**src/rtl/mul_add_seq.sv**
```systemverilog
// Purpose : sequential shift-add multiply-accumulate, product = a*b + c (unsigned).
// Latency : WIDTH+1 cycles from enable sample to the done pulse; one op per WIDTH+2 cycles.
// Backpr. : enable/a/b/c are only sampled while idle (busy=0); requests while busy are dropped.
//
// Ports:
//   clk, rst        clock (rising edge) and synchronous active-low reset
//   enable          start request, sampled only when idle
//   a, b, c         multiplicand, multiplier, addend (unsigned, WIDTH bits)
//   product         registered a*b+c (2*WIDTH bits), held until the next done
//   result          registered low WIDTH bits of product
//   ovf             registered flag: product does not fit in WIDTH bits
//   busy            high while an operation is in progress
//   done            one-cycle pulse when product/result/ovf are updated
module mul_add_seq #(
    parameter int WIDTH = 16
) (
    input  logic                 clk,
    input  logic                 rst,
    input  logic                 enable,
    input  logic [WIDTH-1:0]     a,
    input  logic [WIDTH-1:0]     b,
    input  logic [WIDTH-1:0]     c,
    output logic [2*WIDTH-1:0]   product,
    output logic [WIDTH-1:0]     result,
    output logic                 ovf,
    output logic                 busy,
    output logic                 done
);

    localparam int              CW   = $clog2(WIDTH);
    localparam logic [CW-1:0]   LAST = CW'(WIDTH - 1);

    typedef enum logic [1:0] {
        IDLE = 2'd0,
        CALC = 2'd1,
        FIN  = 2'd2
    } state_t;

    state_t               state;
    logic [2*WIDTH-1:0]   acc;
    logic [2*WIDTH-1:0]   mcand;
    logic [WIDTH-1:0]     mplier;
    logic [CW-1:0]        cnt;

    always_ff @(posedge clk) begin
        if (!rst) begin
            state   <= IDLE;
            acc     <= '0;
            mcand   <= '0;
            mplier  <= '0;
            cnt     <= '0;
            product <= '0;
            result  <= '0;
            ovf     <= 1'b0;
            busy    <= 1'b0;
            done    <= 1'b0;
        end else begin
            case (state)
                IDLE: begin
                    done <= 1'b0;
                    if (enable) begin
                        // The addend seeds the accumulator, so c costs no extra cycle.
                        acc    <= {{WIDTH{1'b0}}, c};
                        mcand  <= {{WIDTH{1'b0}}, a};
                        mplier <= b;
                        cnt    <= '0;
                        busy   <= 1'b1;
                        state  <= CALC;
                    end
                end
                CALC: begin
                    // Always runs the full WIDTH steps so latency is data-independent.
                    if (mplier[0]) begin
                        acc <= acc + mcand;
                    end
                    mcand  <= mcand << 1;
                    mplier <= mplier >> 1;
                    cnt    <= cnt + CW'(1);
                    if (cnt == LAST) begin
                        state <= FIN;
                    end
                end
                FIN: begin
                    product <= acc;
                    result  <= acc[WIDTH-1:0];
                    ovf     <= |acc[2*WIDTH-1:WIDTH];
                    done    <= 1'b1;
                    busy    <= 1'b0;
                    state   <= IDLE;
                end
                default: begin
                    state <= IDLE;
                end
            endcase
        end
    end

endmodule

```
**config.mk**
```make
export PLATFORM = sky130hd
export DESIGN_NAME = mul_add_seq
export DESIGN_NICKNAME = d
export VERILOG_FILES = /design/src/rtl/mul_add_seq.sv
export SDC_FILE = /design/constraint.sdc
export NUM_CORES = 1
export LEC_CHECK = 0
export ABC_AREA = 1
export BUFFER_PORTS_ARGS = -buffer_cell sky130_fd_sc_hd__buf_2
export CAP_MARGIN = 20
export CORE_MARGIN = 2
export CORE_UTILIZATION = 61
export CTS_CLUSTER_SIZE = 30
export DETAILED_ROUTE_END_ITERATION = 8
export PLACE_DENSITY = 0.83
export SYNTH_ARGS = -nofsm -noshare
export SYNTH_HDL_FRONTEND = slang
export SYNTH_SLANG_ARGS = --single-unit
```
**constraint.sdc**
```tcl
create_clock -name clk -period 3.62 [get_ports clk]
set_clock_uncertainty 0.15 [all_clocks]
set_input_delay 0.724 -clock clk [delete_from_list [all_inputs] [get_ports clk]]
set_output_delay 0.724 -clock clk [all_outputs]
set_load 0.01 [all_outputs]
```
# Word-level counts from Yosys, hierarchy flattened
# Cells that the tools add are included.
dict set report op_classes {
  order_cmp 0
  add_sub_neg 2
  shift 0
  mul 0
  n_div 0
  n_eq_ne 6
  reduce_logical 8
  n_bitwise 0
  mux 15
}
# op count
set op_table {}
lappend op_table {{case mux 32 bit (2 select lines)} 2}
lappend op_table {{two-way mux 32 bit} 3}
lappend op_table {{adder 32 bit} 1}
lappend op_table {{case mux 16 bit (2 select lines)} 1}
lappend op_table {{two-way mux 16 bit} 1}
lappend op_table {{OR reduction 16 bit} 1}
lappend op_table {{case mux 4 bit (2 select lines)} 1}
lappend op_table {{inequality test 2 bit (second input constant)} 3}
lappend op_table {{AND reduction 2 bit} 3}
lappend op_table {{adder 4 x 1 -> 4 bit (second input constant)} 1}
lappend op_table {{equality test 4 bit (second input constant)} 1}
lappend op_table {{two-way mux 2 bit} 2}
lappend op_table {{two-way mux 4 bit} 1}
lappend op_table {{case mux 1 bit (2 select lines)} 2}
lappend op_table {{case mux 2 bit (2 select lines)} 1}
lappend op_table {{nonzero test 2 bit} 2}
lappend op_table {{AND reduction 3 bit} 1}
lappend op_table {{equality test 2 x 1 -> 1 bit (second input constant)} 1}
lappend op_table {{equality test 2 bit (second input constant)} 1}
lappend op_table {{logical NOT 2 bit} 1}
lappend op_table {{two-way mux 1 bit} 1}
dict set report word_totals {
  mem_bits_ro 0
  latchBits 0
  register_bits 137
  n_memories 0
  word_cells 41
  output_inout_bits 51
  mem_bits_rw 0
}

# Longest topological paths before layout
dict set report logic_depth {
  depth_word 3
  ltp_mapped 12
  mapped_depth_nobuf 12
}

# Worst setup path before layout
# Ideal clock, no wire load.
dict set report synth_path {
  kind {register to register}
  startpoint {register acc[0]}
  endpoint {register acc[20]}
  path_buffers 0
  t_arrival_ps 1711
  setup_time_ps 71
  slack_ps 1689
  synth_period_minus_slack_ps 1931
  path_stages_with_launch 12
  path_cell_list {dfxtp_1 -> ha_1 -> fa_1 -> nand3_1 -> nand3_1 -> nand3_1 -> nand3_1 -> nand3_1 -> nand2_1 -> nand2_1 -> nand3_1 -> a21oi_1}
}
dict set report synth_between {
  elab_chain_len 3
}
# item line_no
set synth_lines {}
lappend synth_lines {{start, declared} 40} ;# logic [2*WIDTH-1:0] acc;
lappend synth_lines {{start signal, assigned} 63} ;# acc <= {{WIDTH{1'b0}}, c};
lappend synth_lines {{start signal, assigned} 74} ;# acc <= acc + mcand;
lappend synth_lines {{adder 32 bit} 74}
lappend synth_lines {{two-way mux 32 bit} 73} ;# if (mplier[0]) begin
lappend synth_lines {{case mux 32 bit (2 select lines)} 58} ;# case (state)
# No other way between the ends. The select of a mux whose other input is x is not followed.
# A chain may end at the register's enable or synchronous reset.

# Final worst setup path
dict set report layout_path {
  startpoint {register mcand[0]}
  endpoint {register acc[28]}
}
dict set report layout_between {
  elab_chain_len 3
}
# item line_no
set layout_lines {}
lappend layout_lines {{start, declared} 41} ;# logic [2*WIDTH-1:0] mcand;
lappend layout_lines {{start signal, assigned} 64} ;# mcand <= {{WIDTH{1'b0}}, a};
lappend layout_lines {{start signal, assigned} 76} ;# mcand <= mcand << 1;
lappend layout_lines {{adder 32 bit} 74}
lappend layout_lines {{two-way mux 32 bit} 73}
lappend layout_lines {{case mux 32 bit (2 select lines)} 58}
# No other way between the ends. The select of a mux whose other input is x is not followed.

==> impl_results.md <==
- Status: finished, final reports clean
- DRT iter0 DRCs: slightly below 500
- Type of the worst min-delay path: register to register
- Final Hold Violating Endpoints: 0
- Syn Std Cell Area: around 7000 um^2
- Syn-to-layout area delta: 13.8%
- Crit path to: acc[28]
- Port Buffers: 101
- Initial Utilization: 0.621
- Data arrival time of the worst path: 2.48 ns
- Total power: 0.00360 W
- Max clock buf depth: 2
- Worst-Skew Late Latency: 0.42 ns
- Setup TNS: 0 ns
- Gate power share: 0.151
- Max Slew Vio Count: 0
- Die area: 12,400 um^2
- Synth warn: 0
- Core ar.: 11,400 um^2
- Worst Setup SP: mcand[0]
- Post-CTS Resized: 0
- Drt wl/cell: 13.7 um
- FF-to-FF setup slack: 1.34 ns
- Power per cell area: 449 nW/um^2
- # clock sinks: 121
- Area leader, netlist: dfxtp_1
- Pleak: 4.12 nW
- Main synth FF type: dfxtp_1
- DRC errors left: 0
- CTS tree: done
- CTS root buf: clkbuf_16
- CTS Hold Buffers Added: 0
- Worst Path Required: 3.82 ns
- Clock transition at the registers of the reported paths: 0.05 ns
- First-pass GRT wire length: 29,600 um
- Startpoint Class: register
- Mean Syn Cell Area: ~6.5 um^2
- 1st-pass router iterations: 5
- Number of synthesized flops with an enable pin: 0
- Initial antenna violation count: 0
- Post-synthesis net count: 1,174
- Largest net degree at the start of global routing: 70
- Hold Crit Start: done
- Chip width: approximately 110 um
- Post-DP HPWL: ~13,000 um
- Switching Share: 0.273
- Crit path largest cell delay: 0.47 ns
- Reg-to-reg endpoint: acc[28]
- Post-layout min period: 2.28 ns
- Num CTS Buffers: 17
- Clock Power Share: 0.439
- # diodes: 0
- # nets final: 1,240
- Slowest CP cell: fa_1
- Slew margin rel.: 0.389
- Critical path type: register to register
- IO Pins: 102
- Mapped Cells: approximately 1,100
- Row cnt: 39
- Top cell type's share of synthesized area: 0.343
- Vias: 7,070
- Unrepaired setup endpoints after global routing: no
- Seq pwr share: 0.410
- Slew of the pin with the lowest slew margin: 0.915 ns
- Final worst-path cycle share: 0.631
- Register area share after synthesis: 0.343
- Gp weighted congestion: around 1
- Maximum vdd drop: 0.329 mV
- Internal power: 0.00262 W
- Critical path peak fanout: 4
- Mean number of vias per cell: 5.41
- Post-synth top cells: 345 x nand2_1, 123 x inv_1, 121 x dfxtp_1
- Gr ovfl total: 0
- FF-to-FF path depth: 11
- Register bit total from synthesis: 121
- Fraction of layout cells with a size suffix above 1: 0.131
- Final ANT Viol Nets: 0
- Most Frequent Cell on Critical Path: nand3_1
- Max-Cap Viols: 0
- H-tree depth: 4
- Die span in y: 112 um
- Final setup viols: 0
- Critical R2R Launch: mcand[0]
- P_sw: around 0.00098 W
- CP Capture Type: register
- Largest cells by area after synthesis: dfxtp_1 34%, nand2_1 18%, inv_1 6.5%
- Post-CTS Setup Repair Bufs: 0
- Vias in the first global route: 6,291
- DRT Wirelength: 17,900 um
- Post-synth cell types: 35
- Async set-reset flop share out of synthesis: 0
- Critical-path cell list: ha_1 -> fa_1 -> nand3_1 -> nand3_1 -> nand3_1 -> nand3_1 -> nand2_1 -> nand2_1 -> nand2_1 -> nand3_1 -> a21oi_1
- Overall routing resource usage: 0.296
- Fmax achieved: 0.438 GHz
- Most numerous cell in the Yosys netlist: nand2_1
## cell usage in the layout (no fill, tap or decap), types with 2 or more instances in the layout
master and count:
o21bai_1 3, o21ai_1 16, o22ai_1 3, a31oi_1 41
dfxtp_1 121, a22oi_1 4, inv_1 123, nand3b_1 3
nand3_2 2, ha_1 32, nor3_1 4, a21oi_1 58
clkinv_2 2, clkbuf_8 6, o21ai_0 77, nand3_1 57
nand4_1 5, nor4_1 2, nor2_8 2, clkbuf_16 17
buf_4 6, inv_2 5, nor2_4 3, buf_2 101
nand2_2 5, xor2_1 13, nor2_1 98, nand2_1 345
## critical path: cells and delay by family (launching register included)
kind | cells | cell delay, ns
compound gates | 1 | 0.14
fa+ha+maj | 2 | 0.72
flops | 1 | 0.36
simple gates | 8 | 0.84
## registers in the layout, indices dropped and copies added, names as in the netlist
| register | flops |
|---|---|
| cnt | 4 |
| acc | 32 |
| done | 1 |
| busy | 1 |
| product | 32 |
| state | 2 |
| ovf | 1 |
| mplier | 16 |
| mcand | 32 |
## routing by layer
layer | wire [um] | GRT usage | vias up | part of all wire
li1 | - | - | 3630 | -
met2 | 7830 | 0.463 | 271 | 0.44
met5 | 0 | 0 | - | 0
met3 | 1570 | 0.0626 | 25 | 0.088
met4 | 318 | 0.111 | 0 | 0.018
met1 | 8230 | 0.404 | 3144 | 0.46
## power groups by stage
| stage | registers, W | logic, W | clock network (W) |
|---|---|---|---|
| after CTS | 0.00148 | 0.000542 | 0.00159 |
| after floorplan | 0.00147 | 0.000426 | 0 |
| final | 0.00148 | 0.000544 | 0.00158 |
| after detailed placement | 0.00150 | 0.000535 | 0 |
| after global routing | 0.00148 | 0.000612 | 0.00165 |
| after global placement | 0.00150 | 0.000523 | 0 |
## area by class of cell
class	count	area, um^2
clock inverters	3	40.0
repair buffers	108	578
well taps	143	179
multi-input cells	778	3810
flip-flops and latches	121	2420
clock buffers	24	512
fillers	1015	3340
inverters	130	490
## per-stage QoR
step / hold WS [ns] / area [um^2] / utilization / cells / setup slack (ns)
2_1_floorplan: 0.290 / 7060 / - / 1090 / 1.69
3_3_place_gp: 0.295 / 7450 / 0.656 / 1279 / 1.30
3_5_place_dp: 0.297 / 7450 / 0.656 / 1279 / 1.18
4_1_cts: 0.305 / 8010 / 0.704 / 1306 / 1.36
5_1_grt: 0.320 / 8030 / 0.707 / 1307 / 1.15
6_report: 0.307 / 8030 / 0.707 / 1307 / 1.34
## worst min path at each step
stage	to	slack (ns)	cells past startpoint
after CTS	done	0.31	2
after detailed placement	done	0.30	2
after global routing	done	0.32	2
after global placement	done	0.29	2
after floorplan	mplier[15]	0.29	2
final	done	0.31	2
## cells by family (layout without fill, tap and decap cells)
logic type	count (synthesis)	after routing	synth area share
buffers and inverters	191	265	0.117
adders and majority gates	33	33	0.0596
AOI/OAI and AO/OA	205	205	0.157
and+or+nand+nor	526	526	0.306
DFF	121	121	0.343
xor gates and xnor gates	14	14	0.0174
No activity file was read; power rests on OpenSTA's default activity.
